File: config.mk
export PLATFORM = sky130hd
export DESIGN_NAME = mem_port_arbiter_flat
export DESIGN_NICKNAME = d
export VERILOG_FILES = /design/src/rtl/cpu_mem_pkg.sv /design/src/rtl/mem_port_arbiter_if.sv /design/src/rtl/mem_port_arbiter_rr_lock_arb.sv /design/src/rtl/mem_port_arbiter.sv /design/src/flat_wrapper.sv
export SDC_FILE = /design/constraint.sdc
export NUM_CORES = 1
export LEC_CHECK = 0
export CAP_MARGIN = 20
export CORE_AREA = 2 2 89 91
export CTS_CLUSTER_SIZE = 16
export DETAILED_ROUTE_END_ITERATION = 7
export DIE_AREA = 0 0 91 93
export PLACE_DENSITY = 0.82
export SLEW_MARGIN = 10
export SYNTH_ARGS = -nofsm -noshare
export SYNTH_HDL_FRONTEND = slang
export SYNTH_SLANG_ARGS = --single-unit
File: constraint.sdc
create_clock -name clk -period 4.75 [get_ports clk]
set_input_delay 0.7125 -clock clk [delete_from_list [all_inputs] [get_ports clk]]
set_output_delay 0.7125 -clock clk [all_outputs]
set_load 0.02 [all_outputs]
File: src/rtl/cpu_mem_pkg.sv
// Shared definitions for the CPU memory-port slice: default bus widths,
// arbiter state encoding and master index constants.
package cpu_mem_pkg;

    localparam int ADDR_LEN_DEFAULT = 14;
    localparam int DATA_W_DEFAULT   = 32;

    // Arbiter ownership state.
    typedef enum logic [1:0] {
        IDLE = 2'd0,
        OWN0 = 2'd1,
        OWN1 = 2'd2
    } arb_state_t;

    // Master indices into the request/grant vectors.
    localparam logic M0 = 1'b0;
    localparam logic M1 = 1'b1;

endpackage : cpu_mem_pkg

File: src/rtl/mem_port_arbiter_if.sv
// Bundle of the two master request ports, the shared read-data return and
// the single RAM port that the arbiter drives.
interface mem_port_arbiter_if
    import cpu_mem_pkg::*;
#(
    parameter int ADDR_LEN = ADDR_LEN_DEFAULT,
    parameter int DATA_W   = DATA_W_DEFAULT
);

    // M0: CPU core
    logic                m0_req;
    logic                m0_we;
    logic [ADDR_LEN-1:0] m0_addr;
    logic [DATA_W-1:0]   m0_wdata;
    logic                m0_lock;
    logic                m0_gnt;
    logic                m0_rvalid;

    // M1: program loader / debug port
    logic                m1_req;
    logic                m1_we;
    logic [ADDR_LEN-1:0] m1_addr;
    logic [DATA_W-1:0]   m1_wdata;
    logic                m1_lock;
    logic                m1_gnt;
    logic                m1_rvalid;

    // Shared read data, qualified by mX_rvalid
    logic [DATA_W-1:0]   rdata;

    // RAM port
    logic                ram_we;
    logic [ADDR_LEN-1:0] ram_addr;
    logic [DATA_W-1:0]   ram_wdata;
    logic [DATA_W-1:0]   ram_rdata;

    // Both bus masters, seen from their side.
    modport master (
        output m0_req, m0_we, m0_addr, m0_wdata, m0_lock,
        input  m0_gnt, m0_rvalid,
        output m1_req, m1_we, m1_addr, m1_wdata, m1_lock,
        input  m1_gnt, m1_rvalid,
        input  rdata
    );

    // The arbiter: accepts master requests and drives the RAM port.
    modport slave (
        input  m0_req, m0_we, m0_addr, m0_wdata, m0_lock,
        output m0_gnt, m0_rvalid,
        input  m1_req, m1_we, m1_addr, m1_wdata, m1_lock,
        output m1_gnt, m1_rvalid,
        output rdata,
        output ram_we, ram_addr, ram_wdata,
        input  ram_rdata
    );

    // The RAM itself.
    modport ram (
        input  ram_we, ram_addr, ram_wdata,
        output ram_rdata
    );

endinterface : mem_port_arbiter_if

File: src/rtl/mem_port_arbiter_rr_lock_arb.sv
// Two-way round-robin arbiter with a bounded ownership lock. Holds the
// ownership state, the last winner and the consecutive-lock counter, and
// produces a one-hot-or-zero grant combinationally from req/lock.
module rr_lock_arb
    import cpu_mem_pkg::*;
#(
    parameter int MAX_HOLD = 8
) (
    input  logic       clk,
    input  logic       rst,
    input  logic [1:0] req,
    input  logic [1:0] lock,
    output logic [1:0] gnt
);

    localparam logic [8:0] MAX_HOLD_W = 9'(MAX_HOLD);

    arb_state_t state, state_nxt;
    logic       last_gnt, last_gnt_nxt;
    logic [7:0] hold_cnt, hold_cnt_nxt;
    logic [8:0] hold_inc;
    logic       hold_ok;

    assign hold_inc = {1'b0, hold_cnt} + 9'd1;
    assign hold_ok  = ({1'b0, hold_cnt} < MAX_HOLD_W);

    // State register: ownership, last winner and lock counter.
    always_ff @(posedge clk) begin
        // NOTE: non-blocking assignments so every register samples the pre-edge values.
        if (rst) begin
            state    <= IDLE;
            last_gnt <= M1;
            hold_cnt <= 8'd0;
        end else begin
            state    <= state_nxt;
            last_gnt <= last_gnt_nxt;
            hold_cnt <= hold_cnt_nxt;
        end
    end

    // Next state: enter, extend or release a lock; remember the winner.
    always_comb begin
        // NOTE: defaults first so no path leaves a signal unassigned (no latch).
        state_nxt    = IDLE;
        hold_cnt_nxt = 8'd0;
        last_gnt_nxt = last_gnt;
        if (gnt[M0])
            last_gnt_nxt = M0;
        else if (gnt[M1])
            last_gnt_nxt = M1;
        case (state)
            IDLE: begin
                if (gnt[M0] && lock[M0]) begin
                    state_nxt    = OWN0;
                    hold_cnt_nxt = 8'd1;
                end else if (gnt[M1] && lock[M1]) begin
                    state_nxt    = OWN1;
                    hold_cnt_nxt = 8'd1;
                end
            end
            OWN0: begin
                if (gnt[M0] && lock[M0] && (hold_inc < MAX_HOLD_W)) begin
                    state_nxt    = OWN0;
                    hold_cnt_nxt = hold_cnt + 8'd1;
                end
            end
            OWN1: begin
                if (gnt[M1] && lock[M1] && (hold_inc < MAX_HOLD_W)) begin
                    state_nxt    = OWN1;
                    hold_cnt_nxt = hold_cnt + 8'd1;
                end
            end
            default: begin
                state_nxt    = IDLE;
                hold_cnt_nxt = 8'd0;
            end
        endcase
    end

    // Grant: lock owner first, then alternate on a tie, else the lone requester.
    always_comb begin
        gnt = 2'b00;
        if (!rst) begin
            if (state == OWN0 && req[M0] && hold_ok)
                gnt = 2'b01;
            else if (state == OWN1 && req[M1] && hold_ok)
                gnt = 2'b10;
            else if (req == 2'b11)
                gnt = (last_gnt == M1) ? 2'b01 : 2'b10;
            else
                gnt = req;
        end
    end

endmodule : rr_lock_arb

File: src/rtl/mem_port_arbiter.sv
// Shares the single-port program/data RAM between the CPU core (M0) and the
// loader/debug port (M1): arbitrates, muxes the winner onto the RAM port,
// returns read data with a per-master valid one cycle later, and counts
// cycles in which some request had to wait.
module mem_port_arbiter
    import cpu_mem_pkg::*;
#(
    parameter int ADDR_LEN = ADDR_LEN_DEFAULT,
    parameter int DATA_W   = DATA_W_DEFAULT,
    parameter int MAX_HOLD = 8,
    parameter int CNT_W    = 16
) (
    input  logic             clk,
    input  logic             rst,
    mem_port_arbiter_if.slave bus,
    output logic [CNT_W-1:0] contention_cnt
);

    logic [1:0]          req;
    logic [1:0]          lock;
    logic [1:0]          gnt;
    logic [1:0]          rvalid_q;
    logic                contention;
    logic                ram_we_mux;
    logic [ADDR_LEN-1:0] ram_addr_mux;
    logic [DATA_W-1:0]   ram_wdata_mux;

    assign req  = {bus.m1_req,  bus.m0_req};
    assign lock = {bus.m1_lock, bus.m0_lock};

    rr_lock_arb #(
        .MAX_HOLD (MAX_HOLD)
    ) u_arb (
        .clk  (clk),
        .rst  (rst),
        .req  (req),
        .lock (lock),
        .gnt  (gnt)
    );

    assign bus.m0_gnt = gnt[M0];
    assign bus.m1_gnt = gnt[M1];

    // RAM port mux: winner drives the port, all zero when nobody is granted.
    always_comb begin
        ram_we_mux    = 1'b0;
        ram_addr_mux  = '0;
        ram_wdata_mux = '0;
        if (gnt[M0]) begin
            ram_we_mux    = bus.m0_we;
            ram_addr_mux  = bus.m0_addr;
            ram_wdata_mux = bus.m0_wdata;
        end else if (gnt[M1]) begin
            ram_we_mux    = bus.m1_we;
            ram_addr_mux  = bus.m1_addr;
            ram_wdata_mux = bus.m1_wdata;
        end
    end

    assign bus.ram_we    = ram_we_mux;
    assign bus.ram_addr  = ram_addr_mux;
    assign bus.ram_wdata = ram_wdata_mux;
    assign bus.rdata     = bus.ram_rdata;

    // Read-valid strobes: high exactly one cycle after a granted read.
    always_ff @(posedge clk) begin
        if (rst)
            rvalid_q <= 2'b00;
        else
            rvalid_q <= {gnt[M1] & ~bus.m1_we, gnt[M0] & ~bus.m0_we};
    end

    assign bus.m0_rvalid = rvalid_q[M0];
    assign bus.m1_rvalid = rvalid_q[M1];

    assign contention = (bus.m0_req & ~gnt[M0]) | (bus.m1_req & ~gnt[M1]);

    // Saturating count of cycles where a requester was kept waiting.
    always_ff @(posedge clk) begin
        if (rst)
            contention_cnt <= '0;
        else if (contention && (contention_cnt != '1))
            contention_cnt <= contention_cnt + CNT_W'(1);
    end

endmodule : mem_port_arbiter

File: src/flat_wrapper.sv
// flat-port wrapper written by rule: the top's interface ports become plain ports
module mem_port_arbiter_flat import cpu_mem_pkg::*;
#(
    parameter int ADDR_LEN = ADDR_LEN_DEFAULT,
    parameter int DATA_W   = DATA_W_DEFAULT,
    parameter int MAX_HOLD = 8,
    parameter int CNT_W    = 16
)
  (clk, rst, contention_cnt, bus_m0_req, bus_m0_we, bus_m0_addr, bus_m0_wdata, bus_m0_lock, bus_m0_gnt, bus_m0_rvalid, bus_m1_req, bus_m1_we, bus_m1_addr, bus_m1_wdata, bus_m1_lock, bus_m1_gnt, bus_m1_rvalid, bus_rdata, bus_ram_we, bus_ram_addr, bus_ram_wdata, bus_ram_rdata);
  mem_port_arbiter_if #(.ADDR_LEN(ADDR_LEN), .DATA_W(DATA_W)) bus_i ();
  input  logic clk;
  input  logic rst;
  output logic [CNT_W-1:0] contention_cnt;
  input wire logic [$bits(bus_i.m0_req)-1:0] bus_m0_req;
  input wire logic [$bits(bus_i.m0_we)-1:0] bus_m0_we;
  input wire logic [$bits(bus_i.m0_addr)-1:0] bus_m0_addr;
  input wire logic [$bits(bus_i.m0_wdata)-1:0] bus_m0_wdata;
  input wire logic [$bits(bus_i.m0_lock)-1:0] bus_m0_lock;
  output wire logic [$bits(bus_i.m0_gnt)-1:0] bus_m0_gnt;
  output wire logic [$bits(bus_i.m0_rvalid)-1:0] bus_m0_rvalid;
  input wire logic [$bits(bus_i.m1_req)-1:0] bus_m1_req;
  input wire logic [$bits(bus_i.m1_we)-1:0] bus_m1_we;
  input wire logic [$bits(bus_i.m1_addr)-1:0] bus_m1_addr;
  input wire logic [$bits(bus_i.m1_wdata)-1:0] bus_m1_wdata;
  input wire logic [$bits(bus_i.m1_lock)-1:0] bus_m1_lock;
  output wire logic [$bits(bus_i.m1_gnt)-1:0] bus_m1_gnt;
  output wire logic [$bits(bus_i.m1_rvalid)-1:0] bus_m1_rvalid;
  output wire logic [$bits(bus_i.rdata)-1:0] bus_rdata;
  output wire logic [$bits(bus_i.ram_we)-1:0] bus_ram_we;
  output wire logic [$bits(bus_i.ram_addr)-1:0] bus_ram_addr;
  output wire logic [$bits(bus_i.ram_wdata)-1:0] bus_ram_wdata;
  input wire logic [$bits(bus_i.ram_rdata)-1:0] bus_ram_rdata;
  assign bus_i.m0_req = bus_m0_req;
  assign bus_i.m0_we = bus_m0_we;
  assign bus_i.m0_addr = bus_m0_addr;
  assign bus_i.m0_wdata = bus_m0_wdata;
  assign bus_i.m0_lock = bus_m0_lock;
  assign bus_m0_gnt = bus_i.m0_gnt;
  assign bus_m0_rvalid = bus_i.m0_rvalid;
  assign bus_i.m1_req = bus_m1_req;
  assign bus_i.m1_we = bus_m1_we;
  assign bus_i.m1_addr = bus_m1_addr;
  assign bus_i.m1_wdata = bus_m1_wdata;
  assign bus_i.m1_lock = bus_m1_lock;
  assign bus_m1_gnt = bus_i.m1_gnt;
  assign bus_m1_rvalid = bus_i.m1_rvalid;
  assign bus_rdata = bus_i.rdata;
  assign bus_ram_we = bus_i.ram_we;
  assign bus_ram_addr = bus_i.ram_addr;
  assign bus_ram_wdata = bus_i.ram_wdata;
  assign bus_i.ram_rdata = bus_ram_rdata;
  mem_port_arbiter #(.ADDR_LEN(ADDR_LEN), .DATA_W(DATA_W), .MAX_HOLD(MAX_HOLD), .CNT_W(CNT_W)) u_core (.clk(clk), .rst(rst), .bus(bus_i), .contention_cnt(contention_cnt));
endmodule
Yosys cells after proc, flatten, opt, wreduce, memory -nomap -nowiden
Cells that the tools add are included.
- register bits after elaboration: 29
- output and inout bits: 99
- logic and storage cells: 57
- input port bits: 132
- magnitude comparators: 2
- bitwise logic cells: 9
- mux-type cells: 23
- eq/ne operators: 4
- $add $sub $neg: 3
- reductions and logical operators: 11
- operators with widths (operator ; number):
    two-way mux 32 bit ; 2
    two-way mux 14 bit ; 2
    case mux 8 bit (3 select lines) ; 1
    adder 16 x 1 -> 16 bit (second input constant) ; 1
    two-way mux 2 bit ; 8
    two-way mux 8 bit ; 2
    inequality test 16 bit (second input constant) ; 1
    adder 8 x 1 -> 9 bit (second input constant) ; 1
    logical AND 1 bit ; 9
    less-than comparator 9 x 4 -> 1 bit (second input constant) ; 1
    adder 8 x 1 -> 8 bit (second input constant) ; 1
    less-than comparator 8 x 4 -> 1 bit (second input constant) ; 1
    two-way mux 1 bit ; 7
    case mux 2 bit (3 select lines) ; 1
    bitwise AND 1 bit ; 4
    equality test 2 bit (second input constant) ; 2
    inverter 1 bit ; 4
    equality test 2 x 1 -> 1 bit (second input constant) ; 1
    zero test 2 bit ; 1
    nonzero test 2 bit ; 1
    OR 1 bit ; 1

Logic depth before layout (Yosys ltp)
Gate-level depths: netlist of run 1.
- depth in word-level cells: 10
- gate-level depth with buffers: 8
- gate-level depth less buffers: 5

Cells and area by module
From an unflattened synthesis of run 1, not the netlist that was laid out.
- cells, all modules: 254
- area total of the unflattened synthesis: 2190.9 um^2
- modules (own cells, without submodules) (module ; seq. area each (um^2) ; times used ; cells an instance ; area an instance (um^2)):
    mem_port_arbiter ; 360.3 ; 1 ; 199 ; 1657.8
    rr_lock_arb ; 220.2 ; 1 ; 55 ; 533.0

Worst setup path after synthesis of run 1
OpenSTA, ideal clock, no wires.
- kind: register to output
- start: register u_core.u_arb.hold_cnt[4]
- end: output bus_ram_wdata[23]
- required time: 4038 ps
- cell stages (with the launch flop): 7
- arrival time: 2003 ps
- path buffers: 2
- path slack: 2034 ps
- path through: dfxtp_1 or4_1 clkbuf_1 or3_4 a21oi_4 buf_2 a22o_1
- elaborated cells between the ends (all ways): 8
- those cells by class: 1 x order compare; 5 x mux; 2 x reduce/logical
- RTL lines (what ; line ; text):
    start, declared ; mem_port_arbiter_rr_lock_arb.sv:20 ; logic [7:0] hold_cnt, hold_cnt_nxt;
    start signal, assigned ; mem_port_arbiter_rr_lock_arb.sv:37 ; hold_cnt <= hold_cnt_nxt;
    less-than comparator 8 x 4 -> 1 bit (*) ; mem_port_arbiter_rr_lock_arb.sv:25 ; assign hold_ok = ({1'b0, hold_cnt} < MAX_HOLD_W);
    logical AND 1 bit ; mem_port_arbiter_rr_lock_arb.sv:86 ; else if (state == OWN1 && req[M1] && hold_ok)
    two-way mux 2 bit ; mem_port_arbiter_rr_lock_arb.sv:86 ;
    two-way mux 2 bit (*) ; mem_port_arbiter_rr_lock_arb.sv:84 ; if (state == OWN0 && req[M0] && hold_ok)
    two-way mux 2 bit (*) ; mem_port_arbiter_rr_lock_arb.sv:83 ; if (!rst) begin
    net bus_m0_gnt ; flat_wrapper.sv:19 ; output wire logic [$bits(bus_i.m0_gnt)-1:0] bus_m0_gnt;
    two-way mux 32 bit (*) ; mem_port_arbiter.sv:49 ; if (gnt[M0]) begin
    end, declared ; flat_wrapper.sv:31 ; output wire logic [$bits(bus_i.ram_wdata)-1:0] bus_ram_wdata;
The timed path passes the listed nets; every way through them passes the cells marked *.

Worst setup path in the final report of run 1
- start: input bus_m0_req
- end: output bus_ram_wdata[29]
- longest elaborated chain between the ends: 7
- elaborated cells between the ends (all ways): 9
- those cells by class: 1 x eq/ne; 6 x mux; 2 x reduce/logical
- RTL lines (what ; line ; text):
    start, declared ; flat_wrapper.sv:14 ; input wire logic [$bits(bus_i.m0_req)-1:0] bus_m0_req;
    equality test 2 bit ; mem_port_arbiter_rr_lock_arb.sv:88 ; else if (req == 2'b11)
    two-way mux 2 bit ; mem_port_arbiter_rr_lock_arb.sv:88 ;
    two-way mux 2 bit ; mem_port_arbiter_rr_lock_arb.sv:86 ;
    two-way mux 2 bit (*) ; mem_port_arbiter_rr_lock_arb.sv:84 ;
    two-way mux 2 bit (*) ; mem_port_arbiter_rr_lock_arb.sv:83 ;
    two-way mux 32 bit ; mem_port_arbiter.sv:53 ; end else if (gnt[M1]) begin
    two-way mux 32 bit (*) ; mem_port_arbiter.sv:49 ;
Mark *: on every way between the ends. The rest lies on a longest branch, timed or not.

==> results of run 1 <==
==> tightest hold or removal path, cell delays in order (launching register included) <==
cell,delay (ns)
sky130_fd_sc_hd__dfxtp_1,0.34
sky130_fd_sc_hd__nand2_1,0.07
sky130_fd_sc_hd__mux2i_1,0.05
==> layout make-up <==
| cell class | count | area, um^2 |
|---|---|---|
| fillers | 761 | 3790 |
| repair buffers | 168 | 1680 |
| multi-input cells | 173 | 1230 |
| flip-flops and latches | 29 | 581 |
| well taps | 102 | 128 |
| clock buffers | 5 | 68.8 |
| inverters | 8 | 30.0 |
| clock inverters | 3 | 17.5 |
==> per-stage QoR <==
step	util	hold slack (ns)	total power, mW
after global routing	0.496	0.554	0.742
after detailed placement	0.485	0.504	0.517
after floorplan	-	0.479	0.404
after CTS	0.496	0.513	0.714
after global placement	0.485	0.499	0.515
final	0.496	0.508	0.709
==> where the power goes <==
part	total [mW]	internal, mW	switching, mW
Sequential	0.257	0.250	0.00660
Clock	0.197	0.101	0.0962
Combinational	0.255	0.151	0.105
Total	0.709	0.502	0.207
==> flip-flops by register name (all words and copies together), names as in the netlist <==
register / flops
u_core.rvalid_q: 2
u_core.u_arb.last_gnt: 1
u_core.u_arb.hold_cnt: 8
u_core.contention_cnt: 16
u_core.u_arb.state: 2
==> cells by family after synthesis <==
| group | after synthesis |
|---|---|
| xor gates and xnor gates | 1 |
| other | 1 |
| DFF | 29 |
| adders and majority gates | 3 |
| and+or+nand+nor | 72 |
| buffers and inverters | 56 |
| muxes | 9 |
| AOI/OAI and AO/OA | 83 |
==> routing by layer <==
layer  routed length, um  up-vias  part of all wire
met5                   0        -                 0
met4                 181        0             0.022
met3                 745       18             0.091
met1                3030     1153              0.37
li1                    -     1190                 -
met2                4210      138              0.52
==> how the worst max path moves through the flow <==
stage,cells past startpoint,slack [ns],start,to
floorplan,6,2.03,u_core.u_arb.hold_cnt[4],bus_ram_wdata[23]
global placement,7,0.95,bus_m1_req,bus_ram_wdata[29]
detailed placement,7,0.89,bus_m0_req,bus_ram_wdata[29]
CTS,7,0.89,bus_m0_req,bus_ram_wdata[29]
global route,6,0.70,u_core.u_arb.hold_cnt[5],bus_ram_wdata[29]
finish,7,0.88,bus_m0_req,bus_ram_wdata[29]
==> cell usage in the layout (no fill, tap or decap), types with 3 or more instances in the layout <==
master and count:
sky130_fd_sc_hd__nor2_1 10, sky130_fd_sc_hd__nor2b_1 9, sky130_fd_sc_hd__a22o_1 47, sky130_fd_sc_hd__dfxtp_1 29
sky130_fd_sc_hd__a21oi_1 13, sky130_fd_sc_hd__nand2_1 11, sky130_fd_sc_hd__nand3_1 10, sky130_fd_sc_hd__nor3_1 3
sky130_fd_sc_hd__mux2_2 7, sky130_fd_sc_hd__conb_1 5, sky130_fd_sc_hd__nand4_1 4, sky130_fd_sc_hd__or4_1 6
sky130_fd_sc_hd__and3_1 3, sky130_fd_sc_hd__inv_1 7, sky130_fd_sc_hd__o31ai_1 5, sky130_fd_sc_hd__clkbuf_8 5
sky130_fd_sc_hd__nor4_1 3, sky130_fd_sc_hd__clkdlybuf4s50_1 166, sky130_fd_sc_hd__nand2b_1 3
==> impl_results.html, run 1 <==
<table>
<tr><th>Metric</th><th>Value</th></tr>
<tr><th colspan="2">Floorplan</th></tr>
<tr><td>Die extent in y</td><td>93 um</td></tr>
<tr><td>Total die area</td><td>8460 um^2</td></tr>
<tr><td>Initial cell density of the core</td><td>0.289</td></tr>
<tr><td>Number of top-level pins</td><td>231</td></tr>
<tr><td>Num rows</td><td>32</td></tr>
<tr><td>Floorplan die width</td><td>91 um</td></tr>
<tr><td>Total core area</td><td>7530 um^2</td></tr>
<tr><th colspan="2">Final layout</th></tr>
<tr><td>Fraction of final layout cells with drive strength greater than 1</td><td>0.0596</td></tr>
<tr><td>Area growth from synthesis to layout</td><td>71.9%</td></tr>
<tr><td>Final nets</td><td>519</td></tr>
<tr><td>Final antenna diode count</td><td>0</td></tr>
<tr><td>Number of standard cells in the layout, taps in and fillers out</td><td>488</td></tr>
<tr><td>Design Area, Final</td><td>3740 um^2</td></tr>
<tr><th colspan="2">Routing</th></tr>
<tr><td>Number of detailed-routing iterations run before antenna repair</td><td>5</td></tr>
<tr><td>Vias post-DR</td><td>2499</td></tr>
<tr><td>Routed len/inst</td><td>16.7 um</td></tr>
<tr><td>Post-detailed-route via-to-cell ratio</td><td>5.12</td></tr>
<tr><td>Sum of routed wire length over all layers</td><td>8160 um</td></tr>
<tr><td>Remaining antenna violation count</td><td>0</td></tr>
<tr><td>DRC violation count after routing</td><td>0</td></tr>
<tr><td>Initial DRC count</td><td>95</td></tr>
<tr><th colspan="2">Synth</th></tr>
<tr><td>Top cells by count, synth</td><td>sky130_fd_sc_hd__a22o_1 (47), sky130_fd_sc_hd__buf_4 (32), sky130_fd_sc_hd__dfxtp_1 (29)</td></tr>
<tr><td>Main flop type after synthesis</td><td>sky130_fd_sc_hd__dfxtp_1</td></tr>
<tr><td>Compound-gate portion of the synthesized area</td><td>0.307</td></tr>
<tr><td>Xor and xnor area share after synthesis</td><td>0.00403</td></tr>
<tr><td>Yosys reg bits</td><td>29</td></tr>
<tr><td>Area fraction in and, or, nand and nor cells after synthesis</td><td>0.187</td></tr>
<tr><td>Netlist cell types</td><td>47</td></tr>
<tr><td>Synth Cell Area</td><td>2170 um^2</td></tr>
<tr><td>Synthesis warning total</td><td>0</td></tr>
<tr><td>Top-area cell type share of the netlist area</td><td>0.267</td></tr>
<tr><td>Largest family of logic cells by synthesized area</td><td>compound AO/OA/AOI/OAI gates</td></tr>
<tr><td>Post-synth EDFFs</td><td>0</td></tr>
<tr><td>Leading area contributor after synthesis</td><td>sky130_fd_sc_hd__dfxtp_1</td></tr>
<tr><td>Library cell with the highest instance count after synthesis</td><td>sky130_fd_sc_hd__a22o_1</td></tr>
<tr><td>Post-synthesis cell count</td><td>254</td></tr>
<tr><td>Most area-consuming cells after synthesis</td><td>sky130_fd_sc_hd__dfxtp_1 (27%), sky130_fd_sc_hd__a22o_1 (19%), sky130_fd_sc_hd__buf_4 (11%)</td></tr>
<tr><td>Mux share of post-synthesis cell area</td><td>0.0455</td></tr>
<tr><td>Syn Area/Cell</td><td>8.56 um^2</td></tr>
<tr><td>Fraction of registers with async set/reset</td><td>0</td></tr>
<tr><td>Synth Area in Adders</td><td>0.0161</td></tr>
<tr><td>Register area share after synthesis</td><td>0.267</td></tr>
<tr><th colspan="2">Global routing</th></tr>
<tr><td>Global-route usage over all layers</td><td>0.176</td></tr>
<tr><td>Fraction of met2 tracks used by global routing</td><td>0.308</td></tr>
<tr><td>GR peak layer</td><td>met2</td></tr>
<tr><td>Wire length of the first global-routing pass</td><td>12000 um</td></tr>
<tr><td>Met3 track demand over resource</td><td>0.0588</td></tr>
<tr><td>GRT met1 Usage</td><td>0.204</td></tr>
<tr><td>Number of antenna violations at the first check in global routing</td><td>0</td></tr>
<tr><td>Vias in the first global route</td><td>2411</td></tr>
<tr><td>Maximum number of pins on one net before global-route repair</td><td>50</td></tr>
<tr><td>Total grt overflow</td><td>0</td></tr>
<tr><th colspan="2">Placement</th></tr>
<tr><td>Number of cells after detailed placement</td><td>480</td></tr>
<tr><td>Worst slack at placement</td><td>0.892 ns</td></tr>
<tr><td>Cell Area, Placed</td><td>3650 um^2</td></tr>
<tr><td>Post-DP HPWL</td><td>6610 um</td></tr>
<tr><td>Number of buffers added on ports</td><td>166</td></tr>
<tr><td>Weighted congestion reported at the end of routability-driven placement</td><td>0.889</td></tr>
<tr><th colspan="2">Timing</th></tr>
<tr><td>Aggregate negative setup slack</td><td>0 ns</td></tr>
<tr><td>Time the final worst path needs with I/O delays and setup</td><td>3.87 ns</td></tr>
<tr><td>F_max</td><td>259 MHz</td></tr>
<tr><td>Final worst clock skew</td><td>0.00751 ns</td></tr>
<tr><td>Post-route worst setup slack</td><td>0.882 ns</td></tr>
<tr><td>Final number of hold-violating endpoints</td><td>0</td></tr>
<tr><td>Fraction of the cycle the final worst path needs</td><td>0.814</td></tr>
<tr><td>Final-report setup violation count</td><td>0</td></tr>
<tr><td>Final number of max-transition violations</td><td>0</td></tr>
<tr><td>Unrepaired setup endpoints after global routing</td><td>no</td></tr>
<tr><td>Slew of the pin with the lowest slew margin</td><td>0.807 ns</td></tr>
<tr><td>Normalized max-slew margin</td><td>0.461</td></tr>
<tr><th colspan="2">Clocking</th></tr>
<tr><td>Longest Clk Path Bufs</td><td>2</td></tr>
<tr><td>Number of gates given a new drive strength after cts</td><td>0</td></tr>
<tr><td>Number of levels the H-tree was split into</td><td>2</td></tr>
<tr><td>Post-CTS setup buffer count</td><td>0</td></tr>
<tr><td>Hold Buf Count CTS</td><td>0</td></tr>
<tr><td>Clock tree from TritonCTS</td><td>done</td></tr>
<tr><td>Master cell of the clock root buffer</td><td>sky130_fd_sc_hd__clkbuf_8</td></tr>
<tr><td>CTS Buf Count</td><td>5</td></tr>
<tr><td>Clock transition at the register clock pins on the worst setup and hold paths after CTS</td><td>0.07 ns</td></tr>
<tr><td>Clk sink count</td><td>29</td></tr>
<tr><td>Worst-Skew Late Latency</td><td>0.28 ns</td></tr>
<tr><th colspan="2">Min path</th></tr>
<tr><td>Hold WC Path Type</td><td>register to register</td></tr>
<tr><td>Worst Hold Depth</td><td>2</td></tr>
<tr><td>Start point of the worst min-delay path</td><td>u_core.contention_cnt[1]</td></tr>
<tr><td>Worst min-delay path endpoint</td><td>u_core.contention_cnt[1]</td></tr>
<tr><th colspan="2">Worst setup path</th></tr>
<tr><td>Crit path launch type</td><td>input pin</td></tr>
<tr><td>Worst R2R Path Depth</td><td>5</td></tr>
<tr><td>Crit path max-delay cell type</td><td>sky130_fd_sc_hd__clkdlybuf4s50_1</td></tr>
<tr><td>Setup crit end kind</td><td>output port</td></tr>
<tr><td>Setup slack, reg-to-reg</td><td>2.58 ns</td></tr>
<tr><td>Worst path buffer plus inverter count</td><td>3</td></tr>
<tr><td>Required time reported for the critical path endpoint</td><td>4.04 ns</td></tr>
<tr><td>Worst setup path category</td><td>input pin to output port</td></tr>
<tr><td>Critical path's most frequent cell</td><td>sky130_fd_sc_hd__clkdlybuf4s50_1</td></tr>
<tr><td>Cells along the critical path</td><td>clkdlybuf4s50_1, nand3b_1, o311a_1, o21ai_2, inv_2, a22o_1, clkdlybuf4s50_1</td></tr>
<tr><td>Worst reg2reg endpoint</td><td>u_core.rvalid_q[0]</td></tr>
<tr><td>Critical Path AT</td><td>3.16 ns</td></tr>
<tr><td>Critical path fanouts, max</td><td>48</td></tr>
<tr><td>Kind of cell with the highest combined delay on the critical path</td><td>buffers and inverters</td></tr>
<tr><td>Launch point of the worst reg-to-reg path</td><td>u_core.u_arb.hold_cnt[4]</td></tr>
<tr><td>Largest stage delay, worst path</td><td>0.61 ns</td></tr>
<tr><th colspan="2">Power</th></tr>
<tr><td>Total power per unit cell area</td><td>190 nW/um^2</td></tr>
<tr><td>Peak VDD IR</td><td>98.2 uV</td></tr>
<tr><td>Leakage Power</td><td>1.36 nW</td></tr>
<tr><th colspan="2">Run status</th></tr>
<tr><td>Result of the run</td><td>completed</td></tr>
<tr><th colspan="2">Job</th></tr>
<tr><td>Max-cap violation count</td><td>0</td></tr>
</table>
No activity file was read; power rests on OpenSTA's default activity.
==> run 2, diff against run 1 <==
CORE_AREA = 2 2 90 92   (was 2 2 89 91)
DIE_AREA = 0 0 92 94   (was 0 0 91 93)
PLACE_DENSITY = 0.81   (was 0.82)
clock period = 4 ns   (was 4.75 ns; I/O delays follow)
==> run 2 against run 1 <==
  * Die area up 2.2%
  * Combinational power up 20%
  * First-iteration DRC count down 12%
  * Sequential share of layout area down 0.26 points
  * Highest routed layer unchanged
  * Largest power group is now clock
  * Register-to-register slack worse by 0.60 ns
  * Global-route usage down 1.4 points
  * Utilization up 0.30 points
==> impl_results.html, run 2 (synthesis results as in run 1) <==
<table>
<tr><th>Metric</th><th>Value</th></tr>
<tr><th colspan="2">Run status</th></tr>
<tr><td>Result of the run</td><td>completed</td></tr>
<tr><th colspan="2">Global routing</th></tr>
<tr><td>Number of antenna violations at the first check in global routing</td><td>0</td></tr>
<tr><td>Maximum number of pins on one net before global-route repair</td><td>50</td></tr>
<tr><td>Total grt overflow</td><td>0</td></tr>
<tr><td>Vias in the first global route</td><td>2245</td></tr>
<tr><td>Wire length of the first global-routing pass</td><td>11200 um</td></tr>
<tr><td>Global-route usage over all layers</td><td>0.162</td></tr>
<tr><th colspan="2">Job</th></tr>
<tr><td>Max-cap violation count</td><td>0</td></tr>
<tr><th colspan="2">Routing</th></tr>
<tr><td>Number of detailed-routing iterations run before antenna repair</td><td>4</td></tr>
<tr><td>Detailed-routing wirelength on met1</td><td>3030 um</td></tr>
<tr><td>Routed len/inst</td><td>16.1 um</td></tr>
<tr><td>Met2 WL</td><td>4030 um</td></tr>
<tr><td>Initial DRC count</td><td>84</td></tr>
<tr><td>DRC violation count after routing</td><td>0</td></tr>
<tr><td>Post-detailed-route via-to-cell ratio</td><td>5.04</td></tr>
<tr><td>Met3 layer wire length in the routed design</td><td>745 um</td></tr>
<tr><td>Remaining antenna violation count</td><td>0</td></tr>
<tr><td>Sum of routed wire length over all layers</td><td>7880 um</td></tr>
<tr><td>Vias post-DR</td><td>2463</td></tr>
<tr><td>Uppermost layer routed</td><td>met4</td></tr>
<tr><th colspan="2">Timing</th></tr>
<tr><td>Unrepaired setup endpoints after global routing</td><td>no</td></tr>
<tr><td>Final-report setup violation count</td><td>0</td></tr>
<tr><td>Slew of the pin with the lowest slew margin</td><td>0.684 ns</td></tr>
<tr><td>F_max</td><td>286 MHz</td></tr>
<tr><td>Time the final worst path needs with I/O delays and setup</td><td>3.50 ns</td></tr>
<tr><td>Final number of hold-violating endpoints</td><td>0</td></tr>
<tr><td>Final worst clock skew</td><td>0.0104 ns</td></tr>
<tr><td>Final number of max-transition violations</td><td>0</td></tr>
<tr><td>Normalized max-slew margin</td><td>0.540</td></tr>
<tr><td>Aggregate negative setup slack</td><td>0 ns</td></tr>
<tr><td>Fraction of the cycle the final worst path needs</td><td>0.875</td></tr>
<tr><th colspan="2">Final layout</th></tr>
<tr><td>Commonest non-fill, non-tap cell in the layout</td><td>sky130_fd_sc_hd__clkdlybuf4s50_1</td></tr>
<tr><td>Area growth from synthesis to layout</td><td>74.8%</td></tr>
<tr><td>Register area</td><td>581 um^2</td></tr>
<tr><td>Final antenna diode count</td><td>0</td></tr>
<tr><td>Layout filler cell count</td><td>710</td></tr>
<tr><td>Fraction of final layout cells with drive strength greater than 1</td><td>0.0594</td></tr>
<tr><td>Biggest register</td><td>u_core.contention_cnt</td></tr>
<tr><td>Design Area, Final</td><td>3800 um^2</td></tr>
<tr><td>Top library cells by usage in the layout, fill and taps aside</td><td>sky130_fd_sc_hd__clkdlybuf4s50_1 (166), sky130_fd_sc_hd__a22o_1 (47), sky130_fd_sc_hd__dfxtp_1 (29)</td></tr>
<tr><td>Top flop regs</td><td>u_core.contention_cnt: 16 flops, u_core.u_arb.hold_cnt: 8 flops</td></tr>
<tr><td>Final nets</td><td>520</td></tr>
<tr><td>Number of flip-flops under the largest register name</td><td>16</td></tr>
<tr><td>Multi-input gate area in the final layout</td><td>1230 um^2</td></tr>
<tr><th colspan="2">Clocking</th></tr>
<tr><td>Hold Buf Count CTS</td><td>0</td></tr>
<tr><td>Number of gates given a new drive strength after cts</td><td>0</td></tr>
<tr><td>Worst-Skew Late Latency</td><td>0.28 ns</td></tr>
<tr><td>Post-CTS setup buffer count</td><td>0</td></tr>
<tr><td>Longest Clk Path Bufs</td><td>2</td></tr>
<tr><td>Number of levels the H-tree was split into</td><td>2</td></tr>
<tr><td>Clock tree from TritonCTS</td><td>done</td></tr>
<tr><td>Clock transition at the register clock pins on the worst setup and hold paths after CTS</td><td>0.06 ns</td></tr>
<tr><td>Clk sink count</td><td>29</td></tr>
<tr><td>CTS Buf Count</td><td>5</td></tr>
<tr><td>Master cell of the clock root buffer</td><td>sky130_fd_sc_hd__clkbuf_8</td></tr>
<tr><th colspan="2">Worst setup path</th></tr>
<tr><td>Critical Path AT</td><td>2.90 ns</td></tr>
<tr><td>Timing startpoint of the critical path</td><td>u_core.u_arb.hold_cnt[4]</td></tr>
<tr><td>Required time reported for the critical path endpoint</td><td>3.40 ns</td></tr>
<tr><td>Worst R2R Path Depth</td><td>4</td></tr>
<tr><td>Launch point of the worst reg-to-reg path</td><td>u_core.contention_cnt[8]</td></tr>
<tr><td>Crit path launch type</td><td>register</td></tr>
<tr><td>Setup crit end kind</td><td>output port</td></tr>
<tr><td>Critical path fanouts, max</td><td>49</td></tr>
<tr><td>Worst setup path category</td><td>register to output port</td></tr>
<tr><th colspan="2">Floorplan</th></tr>
<tr><td>Total die area</td><td>8650 um^2</td></tr>
<tr><td>Total core area</td><td>7610 um^2</td></tr>
<tr><td>Die extent in y</td><td>94 um</td></tr>
<tr><td>Number of top-level pins</td><td>231</td></tr>
<tr><td>Floorplan die width</td><td>92 um</td></tr>
<tr><td>Num rows</td><td>32</td></tr>
<tr><td>Initial cell density of the core</td><td>0.286</td></tr>
<tr><th colspan="2">Power</th></tr>
<tr><td>Total power per unit cell area</td><td>244 nW/um^2</td></tr>
<tr><td>Pwr Total</td><td>0.928 mW</td></tr>
<tr><td>Peak VDD IR</td><td>131 uV</td></tr>
<tr><td>Leakage Power</td><td>1.38 nW</td></tr>
<tr><th colspan="2">Min path</th></tr>
<tr><td>Start point of the worst min-delay path</td><td>u_core.contention_cnt[1]</td></tr>
<tr><td>Hold WC Path Type</td><td>register to register</td></tr>
<tr><td>Worst Hold Depth</td><td>2</td></tr>
<tr><th colspan="2">Placement</th></tr>
<tr><td>Number of buffers added on ports</td><td>166</td></tr>
<tr><td>Post-DP HPWL</td><td>6400 um</td></tr>
<tr><td>Weighted congestion reported at the end of routability-driven placement</td><td>0.836</td></tr>
<tr><td>Cell Area, Placed</td><td>3680 um^2</td></tr>
</table>
-- run 2: cell types whose count changed in the layout (fill, tap and decap cells not counted) --
cell	change
sky130_fd_sc_hd__clkbuf_8	+1
sky130_fd_sc_hd__clkinvlp_4	-1
sky130_fd_sc_hd__clkinv_2	-2
sky130_fd_sc_hd__buf_12	+2
sky130_fd_sc_hd__clkbuf_1	+1
sky130_fd_sc_hd__buf_4	-1
sky130_fd_sc_hd__bufinv_16	+1
-- run 2: report_power, final --
| part | leakage, nW | total [mW] | switching [mW] | internal, mW |
|---|---|---|---|---|
| registers | 0.237 | 0.305 | 0.00817 | 0.297 |
| clock network | 0.0585 | 0.318 | 0.115 | 0.203 |
| logic | 1.09 | 0.305 | 0.123 | 0.183 |
-- run 2: area by class of cell --
| cell class | instances | share of cell area |
|---|---|---|
| inverters | 8 | 0.00791 |
| flip-flops and latches | 29 | 0.153 |
| well taps | 102 | 0.0336 |
| clock buffers | 7 | 0.0227 |
| clock inverters | 1 | 0.00791 |
| multi-input cells | 173 | 0.325 |
| repair buffers | 169 | 0.450 |
-- run 2: metal layers --
layer | global-route usage | up-vias
met5 | 0 | -
met4 | 0.0311 | 0
met3 | 0.0650 | 18
met2 | 0.275 | 112
met1 | 0.195 | 1144
li1 | - | 1189
-- run 2: final timing paths --
kind / to / slack [ns]
max: bus_ram_wdata[12] / 0.50
min: u_core.contention_cnt[1] / 0.50
max reg2reg: u_core.contention_cnt[0] / 1.98
min reg2reg: u_core.contention_cnt[1] / 0.50
-- run 2: stage by stage --
step	setup WS, ns	hold WS [ns]	utilization	instances
finish	0.498	0.499	0.499	489
global route	0.362	0.548	0.499	489
CTS	0.482	0.507	0.499	489
detailed placement	0.616	0.498	0.484	481
global placement	0.643	0.481	0.484	481
floorplan	1.40	0.479	-	258
-- run 2: critical path: stages, from the launching register on --
cell and delay, ns:
sky130_fd_sc_hd__dfxtp_1 0.30, sky130_fd_sc_hd__or4_1 0.64, sky130_fd_sc_hd__or3_4 0.43, sky130_fd_sc_hd__a21oi_4 0.15
sky130_fd_sc_hd__buf_12 0.24, sky130_fd_sc_hd__a22o_1 0.22, sky130_fd_sc_hd__clkdlybuf4s50_1 0.62
